===== config.mk =====
export PLATFORM = sky130hd
export DESIGN_NAME = fft_sequencer
export DESIGN_NICKNAME = d
export VERILOG_FILES = /design/src/rtl/fft_sequencer.sv
export SDC_FILE = /design/constraint.sdc
export NUM_CORES = 1
export LEC_CHECK = 0
export CAP_MARGIN = 20
export CORE_MARGIN = 2
export CORE_UTILIZATION = 45
export DETAILED_ROUTE_END_ITERATION = 8
export GPL_TIMING_DRIVEN = 0
export PLACE_DENSITY = 0.7
export SYNTH_ARGS = -nofsm -noshare
export SYNTH_HDL_FRONTEND = slang
export SYNTH_SLANG_ARGS = --single-unit

===== constraint.sdc =====
create_clock -name clk -period 2.6 [get_ports clk]
set_input_delay 0.52 -clock clk [delete_from_list [all_inputs] [get_ports clk]]
set_output_delay 0.52 -clock clk [all_outputs]
set_load 0.05 [all_outputs]

===== src/rtl/fft_sequencer.sv =====
// fft_sequencer
//   Control sequencer for a radix-2 in-place DIT FFT. It carries no sample
//   data. It produces RAM addresses and strobes for four jobs:
//     - loading N samples in bit-reversed order,
//     - scheduling every butterfly (addresses + twiddle index),
//     - mirroring each issue as a writeback BF_LAT cycles later,
//     - reading the results back out in natural order.
//
// Ports
//   clk, rst                   clock (rising edge), asynchronous active-high reset
//   start                      begin a transform (only honoured in IDLE)
//   in_valid / in_ready        upstream sample handshake
//   ld_we, ld_addr             RAM write strobe and bit-reversed address for a sample
//   bf_issue, bf_addr_a/b      butterfly issue strobe and the two leg addresses
//   bf_tw                      twiddle ROM index k of W_N^k
//   wb_en, wb_addr_a/b         butterfly writeback strobe and addresses
//   out_valid / out_ready      downstream result handshake
//   rd_addr                    natural-order RAM read address
//   busy, done                 activity flag; one-cycle pulse after the last output
//
// Timing notes
//   The bf_*, wb_*, busy and done outputs are registered.
//   The in_ready, ld_we, ld_addr, out_valid and rd_addr outputs are combinational.
//   done rises in the cycle after the final output transfer, when the FSM is
//   already back in IDLE. busy stays high through that cycle and falls one
//   cycle later. A start that arrives while done is high is ignored.
module fft_sequencer #(
    parameter int LOG2N  = 3,
    parameter int BF_LAT = 2
) (
    input  logic             clk,
    input  logic             rst,
    input  logic             start,
    input  logic             in_valid,
    output logic             in_ready,
    output logic             ld_we,
    output logic [LOG2N-1:0] ld_addr,
    output logic             bf_issue,
    output logic [LOG2N-1:0] bf_addr_a,
    output logic [LOG2N-1:0] bf_addr_b,
    output logic [LOG2N-2:0] bf_tw,
    output logic             wb_en,
    output logic [LOG2N-1:0] wb_addr_a,
    output logic [LOG2N-1:0] wb_addr_b,
    output logic             out_valid,
    input  logic             out_ready,
    output logic [LOG2N-1:0] rd_addr,
    output logic             busy,
    output logic             done
);
    localparam int N  = 1 << LOG2N;
    localparam int SW = 3;               // stage counter width, covers LOG2N <= 6
    localparam int PW = 2 * LOG2N + 1;   // writeback pipe entry {issue, a, b}

    localparam logic [LOG2N-1:0] K_LAST = LOG2N'(N - 1);
    localparam logic [LOG2N-1:0] J_LAST = LOG2N'(N / 2 - 1);
    localparam logic [LOG2N-1:0] D_LAST = LOG2N'(BF_LAT - 1);
    localparam logic [SW-1:0]    S_LAST = SW'(LOG2N - 1);

    typedef enum logic [2:0] {IDLE, LOAD, COMPUTE, DRAIN, UNLOAD} state_t;

    state_t                       state_q, state_d;
    logic [LOG2N-1:0]             cnt_q, cnt_d;      // k in LOAD/UNLOAD, j in COMPUTE, drain count
    logic [SW-1:0]                stage_q, stage_d;
    logic                         bf_issue_q, bf_issue_d;
    logic [LOG2N-1:0]             bf_addr_a_q, bf_addr_a_d;
    logic [LOG2N-1:0]             bf_addr_b_q, bf_addr_b_d;
    logic [LOG2N-2:0]             bf_tw_q, bf_tw_d;
    logic [BF_LAT-1:0][PW-1:0]    wb_pipe_q, wb_pipe_d;
    logic                         busy_q, busy_d;
    logic                         done_q, done_d;

    logic [LOG2N-1:0] half, pos, grp, addr_a;

    function automatic logic [LOG2N-1:0] bitrev(input logic [LOG2N-1:0] v);
        logic [LOG2N-1:0] r;
        for (int i = 0; i < LOG2N; i++) r[i] = v[LOG2N-1-i];
        return r;
    endfunction

    // ------------------------------------------------------------------
    // State register
    // ------------------------------------------------------------------
    always_ff @(posedge clk or posedge rst) begin
        if (rst) begin
            state_q     <= IDLE;
            cnt_q       <= '0;
            stage_q     <= '0;
            bf_issue_q  <= 1'b0;
            bf_addr_a_q <= '0;
            bf_addr_b_q <= '0;
            bf_tw_q     <= '0;
            wb_pipe_q   <= '0;
            busy_q      <= 1'b0;
            done_q      <= 1'b0;
        end else begin
            state_q     <= state_d;
            cnt_q       <= cnt_d;
            stage_q     <= stage_d;
            bf_issue_q  <= bf_issue_d;
            bf_addr_a_q <= bf_addr_a_d;
            bf_addr_b_q <= bf_addr_b_d;
            bf_tw_q     <= bf_tw_d;
            wb_pipe_q   <= wb_pipe_d;
            busy_q      <= busy_d;
            done_q      <= done_d;
        end
    end

    // ------------------------------------------------------------------
    // Next-state logic
    // ------------------------------------------------------------------
    always_comb begin
        state_d = state_q;
        cnt_d   = cnt_q;
        stage_d = stage_q;
        case (state_q)
            IDLE: begin
                // done_q high means we just left UNLOAD; that start is ignored
                if (start && !done_q) begin
                    state_d = LOAD;
                    cnt_d   = '0;
                end
            end
            LOAD: begin
                if (in_valid) begin
                    if (cnt_q == K_LAST) begin
                        state_d = COMPUTE;
                        cnt_d   = '0;
                        stage_d = '0;
                    end else begin
                        cnt_d = cnt_q + LOG2N'(1);
                    end
                end
            end
            COMPUTE: begin
                if (cnt_q == J_LAST) begin
                    state_d = DRAIN;
                    cnt_d   = '0;
                end else begin
                    cnt_d = cnt_q + LOG2N'(1);
                end
            end
            DRAIN: begin
                // BF_LAT idle cycles so the last writeback of this stage
                // lands before the next stage's first read
                if (cnt_q == D_LAST) begin
                    cnt_d = '0;
                    if (stage_q == S_LAST) begin
                        state_d = UNLOAD;
                    end else begin
                        state_d = COMPUTE;
                        stage_d = stage_q + SW'(1);
                    end
                end else begin
                    cnt_d = cnt_q + LOG2N'(1);
                end
            end
            UNLOAD: begin
                if (out_ready) begin
                    if (cnt_q == K_LAST) begin
                        state_d = IDLE;
                        cnt_d   = '0;
                    end else begin
                        cnt_d = cnt_q + LOG2N'(1);
                    end
                end
            end
            default: begin
                state_d = IDLE;
                cnt_d   = '0;
                stage_d = '0;
            end
        endcase
    end

    // ------------------------------------------------------------------
    // Output logic
    // ------------------------------------------------------------------
    always_comb begin
        in_ready  = (state_q == LOAD);
        ld_we     = in_ready && in_valid;
        ld_addr   = in_ready ? bitrev(cnt_q) : '0;
        out_valid = (state_q == UNLOAD);
        rd_addr   = out_valid ? cnt_q : '0;

        // Butterfly addressing for stage s, butterfly j:
        //   a  = grp*2*half + pos
        //   b  = a + half
        //   tw = pos << (LOG2N-1-s)
        half   = LOG2N'(1) << stage_q;
        pos    = cnt_q & (half - LOG2N'(1));
        grp    = cnt_q >> stage_q;
        addr_a = (grp << (stage_q + SW'(1))) | pos;

        bf_issue_d  = (state_q == COMPUTE);
        bf_addr_a_d = '0;
        bf_addr_b_d = '0;
        bf_tw_d     = '0;
        if (bf_issue_d) begin
            bf_addr_a_d = addr_a;
            bf_addr_b_d = addr_a + half;
            // pos < N/2, so the shifted value always fits LOG2N-1 bits
            bf_tw_d     = pos[LOG2N-2:0] << (S_LAST - stage_q);
        end

        wb_pipe_d    = wb_pipe_q;
        wb_pipe_d[0] = {bf_issue_q, bf_addr_a_q, bf_addr_b_q};
        for (int i = 1; i < BF_LAT; i++) wb_pipe_d[i] = wb_pipe_q[i-1];

        done_d = (state_q == UNLOAD) && out_ready && (cnt_q == K_LAST);
        busy_d = (state_d != IDLE) || done_d;
    end

    assign bf_issue  = bf_issue_q;
    assign bf_addr_a = bf_addr_a_q;
    assign bf_addr_b = bf_addr_b_q;
    assign bf_tw     = bf_tw_q;
    assign wb_en     = wb_pipe_q[BF_LAT-1][PW-1];
    assign wb_addr_a = wb_pipe_q[BF_LAT-1][PW-2 -: LOG2N];
    assign wb_addr_b = wb_pipe_q[BF_LAT-1][LOG2N-1:0];
    assign busy      = busy_q;
    assign done      = done_q;

endmodule

# == After elaboration in Yosys (flattened, before gate mapping) ==
# Cells that the tools add are included.
# word_totals
ff_bits,34
input_bits,5
out_inout_bits,27
# classes
addsub,5
n_eq_ne,14
n_shift,4
n_mux,26
n_bitwise,3
n_reduce_logical,11
# ops
cell,n
$mux 3,22
$pmux 3 s5,2
$eq 3x2->1 const B,4
$pmux 3 s3,1
$ne 2x2->1 const B,4
$add 3x1->3 const B,2
$eq 3x1->1 const B,2
$eq 3x3->1 const B,2
$reduce_and 5->1,1
$logic_and 1x1->1,4
$ne 2x1->1 const B,2
$add 3x3->3,1
$and 3x3->3,1
$logic_not 3->1,1
$or 3x3->3,1
$reduce_and 3->1,1
$reduce_bool 3->1,1
$reduce_or 3->1,1
$shl 1x3->3 const A,1
$shl 2x3->2,1
$shl 3x3->3,1
$shr 3x3->3,1
$sub 2x3->3 const A,1
$sub 3x1->3 const B,1
other kinds (4),4

# == Depth between registers and ports, before layout ==
# Gate-level depths: netlist (run 1).
# logic_depth
word_depth,6
ltp_mapped,11
mapped_depth_nobuf,10

# == Least setup slack after synthesis (run 1) ==
# No wires, ideal clock.
# synth_timing
path_type,register to output
from,reg state_q[1]
to,out ld_addr[2]
arrival_time_ps,1982
t_required_ps,2080
slack_ps,98
path_stages_with_launch,5
path_cell_list,dfrtp_1 > buf_6 > clkbuf_1 > nor2_1 > and2_1
# synth_between
elab_chain_len,2
# synth_rtl
item,line,text
"start, declared",62,"state_t state_q, state_d;"
"start signal, assigned",97,state_q <= state_d;
$eq 3x1->1,181,in_ready = (state_q == LOAD);
net in_ready,35,"output logic in_ready,"
$mux 3,183,ld_addr = in_ready ? bitrev(cnt_q) : '0;
"end, declared",37,"output logic [LOG2N-1:0] ld_addr,"
# The timed path passes the listed nets, and every way through them passes these cells.

# == Final worst setup path (run 1) ==
# layout_timing
from,reg state_q[1]
to,out ld_we
# layout_between
elab_chain_len,2
# layout_rtl
item,line,text
$eq 3x1->1,181,
$logic_and 1x1->1,182,ld_we = in_ready && in_valid;
"end, declared",36,"output logic ld_we,"
# No other way between the ends.

==> results of run 1 <==
==> worst max-delay path, cell delays in order (launching register included) <==
cell	delay, ps
dfrtp_1	460
buf_6	180
clkbuf_1	210
nor2_1	200
and2_1	140
dlygate4sd2_1	520
==> worst paths after layout <==
check                           slack [ps]     startpoint       endpoint
min in group asynchronous              680            rst   wb_addr_b[1]
worst min register to register         350  wb_pipe_d[13]          wb_en
max in group asynchronous             1380            rst  wb_pipe_d[10]
worst min-delay path                   350  wb_pipe_d[13]          wb_en
worst max-delay path                    90     state_q[1]          ld_we
worst max register to register         200     stage_q[0]   bf_addr_b[2]
==> timing repair <==
action	4_1_cts	5_1_grt
resized for setup	9	2
cloned	0	0
setup endpoints to repair	9	5
hold buffers	0	0
==> through the flow <==
step	cells	utilization (%)	cell area (um2)	hold WS, ps	TNS [ps]
after floorplan	160	-	1750	331	0
after global placement	239	57.5	2120	332	0
after detailed placement	240	58.2	2150	337	0
after CTS	248	60.5	2230	352	0
after global routing	248	60.7	2240	358	-24.5
final	248	60.7	2240	350	0
==> metal layers <==
layer / up-vias / global-route usage (%) / part of all wire [%]
li1: 622 / - / -
met1: 636 / 21.4 / 46
met2: 29 / 28.7 / 48
met3: 6 / 5.45 / 4.2
met4: 0 / 6.38 / 1.8
met5: - / 0 / 0
==> registers in the layout, summed over array words and instances, names as in the netlist <==
signal / flops
bf_addr_a: 3
bf_addr_b: 3
bf_issue: 1
bf_tw: 2
busy: 1
cnt_q: 3
done: 1
stage_q: 3
state_q: 3
wb_addr_a: 3
wb_addr_b: 3
wb_en: 1
wb_pipe_d: 7
==> cell usage in the layout, fill, tap and decap left out, types with 2 or more instances in the layout <==
cell	Yosys	routed
xor2_1	2	2
buf_4	6	6
o22ai_1	2	2
nor3_1	6	6
a211o_1	2	2
nor2b_1	5	5
dlygate4sd2_1	0	9
clkbuf_1	2	2
nand2_1	8	8
inv_1	7	7
clkdlybuf4s50_1	0	22
and3_1	5	5
o21ai_0	9	8
a21oi_1	4	4
a211oi_1	2	2
nand2b_1	4	4
dfrtp_1	34	34
nor2_1	7	7
clkbuf_8	0	6
a311oi_1	2	2
xnor2_1	2	2
and2_1	7	7
a21o_1	2	2
ha_1	10	10
mux2i_1	3	3
nand3_1	2	2
buf_6	4	4
==> layout make-up <==
class	instances	area, um2	share of cell area, %
sequential	34	851	38.0
multi-input combinational	105	772	34.5
timing repair buffer	32	327	14.6
buffer	14	106	4.75
clock buffer	6	82.6	3.69
tap	48	60.1	2.68
inverter	7	26.3	1.17
clock inverter	2	12.5	0.559
==> cells by family (layout without fill, tap and decap cells) <==
| kind of cell | count (synthesis) | in the layout | share of synthesized area [%] |
|---|---|---|---|
| AND/OR/NAND/NOR | 56 | 56 | 19.7 |
| flip-flops | 34 | 34 | 48.6 |
| AO/OA/AOI/OAI | 30 | 30 | 11.4 |
| buffers and inverters | 21 | 61 | 7.58 |
| adder cells (fa/ha/maj) | 11 | 11 | 8.30 |
| XOR/XNOR | 4 | 4 | 2.00 |
| multiplexers | 4 | 4 | 2.36 |
==> power by group through the flow <==
stage	clock network [mW]	registers (mW)	logic (mW)
after floorplan	0	0.791	0.779
after global placement	0	0.727	1.14
after detailed placement	0	0.733	1.16
after CTS	0.412	0.723	1.14
after global routing	0.436	0.738	1.25
final	0.394	0.725	1.14
==> synthesized netlist by cell type, drive strengths merged, types with 2 or more instances <==
master | count | area share, %
nand2b | 4 | 1.4
clkbuf | 2 | 0.43
nand2 | 8 | 1.7
o21ai | 9 | 2.6
a311oi | 2 | 1.0
nor3b | 2 | 1.1
nor3 | 6 | 1.7
xor2 | 2 | 1.0
mux2i | 3 | 1.7
nand3 | 2 | 0.57
nor2 | 7 | 1.5
inv | 7 | 1.5
o22ai | 2 | 0.72
and3 | 5 | 1.8
and2 | 7 | 2.5
nand3b | 2 | 1.6
a21o | 2 | 0.86
buf | 12 | 5.7
xnor2 | 2 | 1.0
dfrtp | 34 | 49
a211o | 2 | 1.0
a211oi | 2 | 0.86
nor2b | 5 | 1.8
a21oi | 4 | 1.1
or2b | 2 | 0.93
ha | 10 | 7.2
==> impl_results.md, run 1 <==
* Status: complete, no violations
* Avg Inst Size Synth at between 10 and 15 um2
* Die Height at 66.3 um
* Max Root-Sink Buffers at 2
* DR DRC count at 0
* Syn_nets at 176
* Dpl hpwl at 2560 um
* DR WL/cell at roughly 14 um
* Overall Global Routing Usage at between 10% and 20%
* Fillers at 339
* Period utilization at 96.5%
* Worst-path clk slew at around 70 ps
* Worst setup SP type: flip-flop
* Clock Root Buffer: clkbuf_8
* Final setup fails at 0
* Pwr Total at 2.26 mW
* CP endpoint kind: output port
* Routed WL at 3350 um
* Die area at 0.00440 mm2
* R2R depth at 10
* Synth Cell Area at 0.00175 mm2
* Die W at around 66 um
* CTS Buf Count at 5
* Max_slew headroom at 48.6%
* Leak pwr at 1.10 nW
* RSZ-0062 raised after global routing: true
* Primary FF master, synth: dfrtp_1
* Internal power at 1.29 mW
* Clock sinks at 34
* Initial antenna violation count at 0
* Min Tclk post-route at 2510 ps
* Total grt overflow at 0
* Min-Delay Path Depth at 0
* Post-synth EDFFs at 0
* I/O pin count at 32
* Critical setup path kind: flip-flop to output port
* P_sw at 970 uW
* Largest net degree at the start of global routing at 19
* Hold Vio Cnt, Final at 0
* CP arrival at 1990 ps
* Worst slew pin tran at 771 ps
* Req. time, crit path at approximately 2100 ps
* Crit Path Max Fanout at 10
* DR iter-0 viols at 53
* Postcts setup bufs at 0
* Vias in the first global route at 1,246
* Async SR Flop Fraction at 100%
* Sequential power share at between 30% and 40%
* Worst hold path type: flip-flop to flip-flop
* First-pass GRT wire length at 5700 um
* DRT Pass-1 Iters at 5
* Post-Synthesis Cells at 160
* # diodes at 0
* Core area at 0.00369 mm2
* Area Overhead vs Synth at 27.9%
* Via count at approximately 1.3k
* Combinational Power Share at 50.4%
* FP Rows at 22
* Max-Cap Viols at 0
* Synth warn at 0
* #FFs+latches synth at 34
* Power Dens Cells at 1010 mW/mm2
* CTS tree: built
* Synth cell types at 47
* Post-place setup slack at 72.8 ps
* Nets at 215
* Switching share of power at 43.0%
* Clock share of power at 17.5%
* Max-slew violations at 0
* I/O Buffers at 31
* Share of layout cells above drive strength 1 at a little over an eighth
* Max IR drop VDD at 0.497 mV
* GP Congestion at ~0.85
* Starting Density at 47.4%
* Clock Latency Late Sink at 280 ps
* Depth of the CTS H-tree at 2
* Final setup skew at 2.69 ps
* Antenna-violating nets left at 0
* Vias/cell at 5.21
* Register area share after synthesis at 48.6%
* Final worst slack at 91.3 ps
* Fmax achieved at 0.399 GHz
Note: power is estimated with default switching activity, not from simulation.
==> run 2: changes to the inputs <==
--- a/config.mk
+++ b/config.mk
@@ -7,10 +7,10 @@
 export LEC_CHECK = 0
 export CAP_MARGIN = 20
 export CORE_MARGIN = 2
-export CORE_UTILIZATION = 45
+export CORE_UTILIZATION = 52
 export DETAILED_ROUTE_END_ITERATION = 8
 export GPL_TIMING_DRIVEN = 0
-export PLACE_DENSITY = 0.7
+export PLACE_DENSITY = 0.79
 export SYNTH_ARGS = -nofsm -noshare
 export SYNTH_HDL_FRONTEND = slang
 export SYNTH_SLANG_ARGS = --single-unit
==> impl_results.md, run 2 (synthesis gave the netlist of run 1 again) <==
* Starting Density at 53.3% (+5.8 points)
* Dpl hpwl at 2580 um (+0.98%)
* Req. time, crit path at 2830 ps (+750 ps)
* Power Dens Cells at 985 mW/mm2 (-2.5%)
* Worst slew pin tran at 518 ps (-253 ps)
* Clock Root Buffer: clkbuf_4
* Fillers at 267 (-21%)
* Depth of the CTS H-tree at 2 (unchanged)
* Clock Latency Late Sink at 330 ps (+50 ps)
* Reg2reg start: stage_q[0]
* Overall Global Routing Usage at 19.9% (+2.4 points)
* R2R setup slack at 130 ps (-70 ps)
* Vias in the first global route at 1,184 (-5.0%)
* RSZ-0062 raised after global routing: false
* Critical setup path kind: flip-flop to flip-flop
* Worst-path clk slew at 100 ps (+30 ps)
* CP arrival at 2700 ps (+710 ps)
* Core area at 0.00328 mm2 (-11%)
* Die area at 0.00384 mm2 (-13%)
* Final non-filler cell total at 245 (-1.2%)
* Min-Delay Path Depth at 0 (unchanged)
* Final setup skew at 16.7 ps (+14.0 ps)
* Combinational Power Share at 52.7% (+2.3 points)
* Share of layout cells above drive strength 1 at 14.1% (+0.57 points)
* Worst hold path type: flip-flop to flip-flop
* Period utilization at 95.1% (-1.4 points)
* Max IR drop VDD at 0.503 mV (+1.3%)
* Fmax achieved at 0.405 GHz (+1.5%)
* Worst setup SP type: flip-flop
* Sequential power share at 33.5% (+1.4 points)
* Routed WL at 3320 um (-0.86%)
* I/O Buffers at 31 (unchanged)
* GP Congestion at 0.865 (+2.1%)
* Total negative slack at 0 ps (unchanged)
* First-pass GRT wire length at 5460 um (-4.1%)
* Die Height at 62 um (-6.5%)
* DR DRC count at 0 (unchanged)
* Worst hold start: wb_pipe_d[9]
* Area Overhead vs Synth at 25.2%
* Commonest non-fill, non-tap cells in the layout: dfrtp_1, clkdlybuf4s50_1, ha_1
* Dpl cells at 238 (-0.83%)
* DR iter-0 viols at 33 (-38%)
* FP Rows at 21 (-4.5%)
* Min Tclk post-route at 2470 ps (-36.9 ps)
* Nets at 214 (-0.47%)
* Metal-1 WL at 1440 um (-7.5%)
* Largest net degree at the start of global routing at 25 (+6)
* Clock sinks at 34 (unchanged)
* Vias/cell at 5.11 (-2.0%)
* Die W at 62 um (-6.5%)
* Antenna-violating nets left at 0 (unchanged)
* Max Root-Sink Buffers at 2 (unchanged)
* Clock share of power at 13.8% (-3.7 points)
* Hold Vio Cnt, Final at 0 (unchanged)
* Status: complete, no violations
* Routed length on met3 at 143 um (+2.1%)
* P_sw at 949 uW (-2.2%)
* Final setup fails at 0 (unchanged)
* CTS Buf Count at 5 (unchanged)
* Highest routed layer: met4
* Max-slew violations at 0 (unchanged)
* R2R depth at 8 (-2)
* Internal power at 1.21 mW (-6.3%)
* Crit Path Max Fanout at 10 (unchanged)
* WHS Endpoint: wb_addr_b[2]
* Switching share of power at 44.0% (+1.0 points)
* Max-Cap Viols at 0 (unchanged)
* Commonest non-fill, non-tap cell in the layout: dfrtp_1
* Total grt overflow at 0 (unchanged)
* CP endpoint kind: flip-flop
* Via count at 1,252 (-3.2%)
* Max_slew headroom at 65.3% (+17 points)
* Leak pwr at 1.08 nW (-2.1%)
* # diodes at 0 (unchanged)
* CTS tree: built
* DRT Pass-1 Iters at 4 (-1)
* DR WL/cell at 13.6 um (+0.35%)
* Max reg flops at 7 (unchanged)
* R2R Path End: bf_addr_b[1]
* Met2 WL at 1690 um (+5.7%)
* Initial antenna violation count at 0 (unchanged)
* I/O pin count at 32 (unchanged)
## run 2: repair_timing
action	in CTS	in global routing
resized for setup	9	6
setup endpoints to repair	9	7
hold endpoints to repair	0	0
setup buffers	0	0
hold buffers	0	0
## run 2: power groups by stage
| stage | sequential [mW] | clock (mW) | combinational, mW |
|---|---|---|---|
| global placement | 0.724 | 0 | 1.15 |
| finish | 0.722 | 0.298 | 1.14 |
| floorplan | 0.791 | 0 | 0.779 |
| detailed placement | 0.729 | 0 | 1.17 |
| global route | 0.738 | 0.336 | 1.24 |
| CTS | 0.720 | 0.306 | 1.15 |
## run 2: worst max path at each step
stage / startpoint / to / slack (ps)
final: stage_q[0] / bf_addr_b[1] / 130
after CTS: state_q[0] / rd_addr[1] / 10
after global routing: stage_q[0] / bf_addr_b[2] / 10
after global placement: in_valid / ld_we / 70
after detailed placement: in_valid / ld_we / 80
after floorplan: state_q[1] / ld_addr[2] / 100
## run 2: metrics by stage
| stage | instance area (um2) | worst slack [ps] | utilization, % | hold WS (ps) | total power, mW |
|---|---|---|---|---|---|
| floorplan | 1750 | 98.3 | - | 331 | 1.57 |
| global placement | 2120 | 74.6 | 64.5 | 334 | 1.87 |
| detailed placement | 2140 | 81.5 | 65.3 | 336 | 1.90 |
| CTS | 2190 | 14.2 | 66.8 | 362 | 2.18 |
| global route | 2190 | 12.9 | 66.7 | 372 | 2.32 |
| finish | 2190 | 128 | 66.7 | 363 | 2.16 |
## run 2: final cells by class
type | count | area (um2) | share of cell area (%)
Clock buffer | 7 | 55.1 | 2.51
Multi-Input combinational cell | 105 | 772 | 35.3
Buffer | 13 | 103 | 4.69
Timing Repair Buffer | 32 | 320 | 14.6
Clock inverter | 1 | 5.00 | 0.229
Tap cell | 46 | 57.6 | 2.63
Inverter | 7 | 26.3 | 1.20
Sequential cell | 34 | 851 | 38.9
## run 2: worst max-delay path, cell delays in order (launching register included)
cell     delay [ps]
dfrtp_1         420
buf_6           160
inv_1            60
ha_1            350
or2b_2          350
o21ai_0         210
ha_1            210
fa_1            430
and3_1          180
## run 2: layer usage
metal,vias to the layer above,GRT usage [%]
met3,5,6.00
met1,592,24.1
met2,31,33.3
met5,-,0
met4,0,7.29
li1,624,-
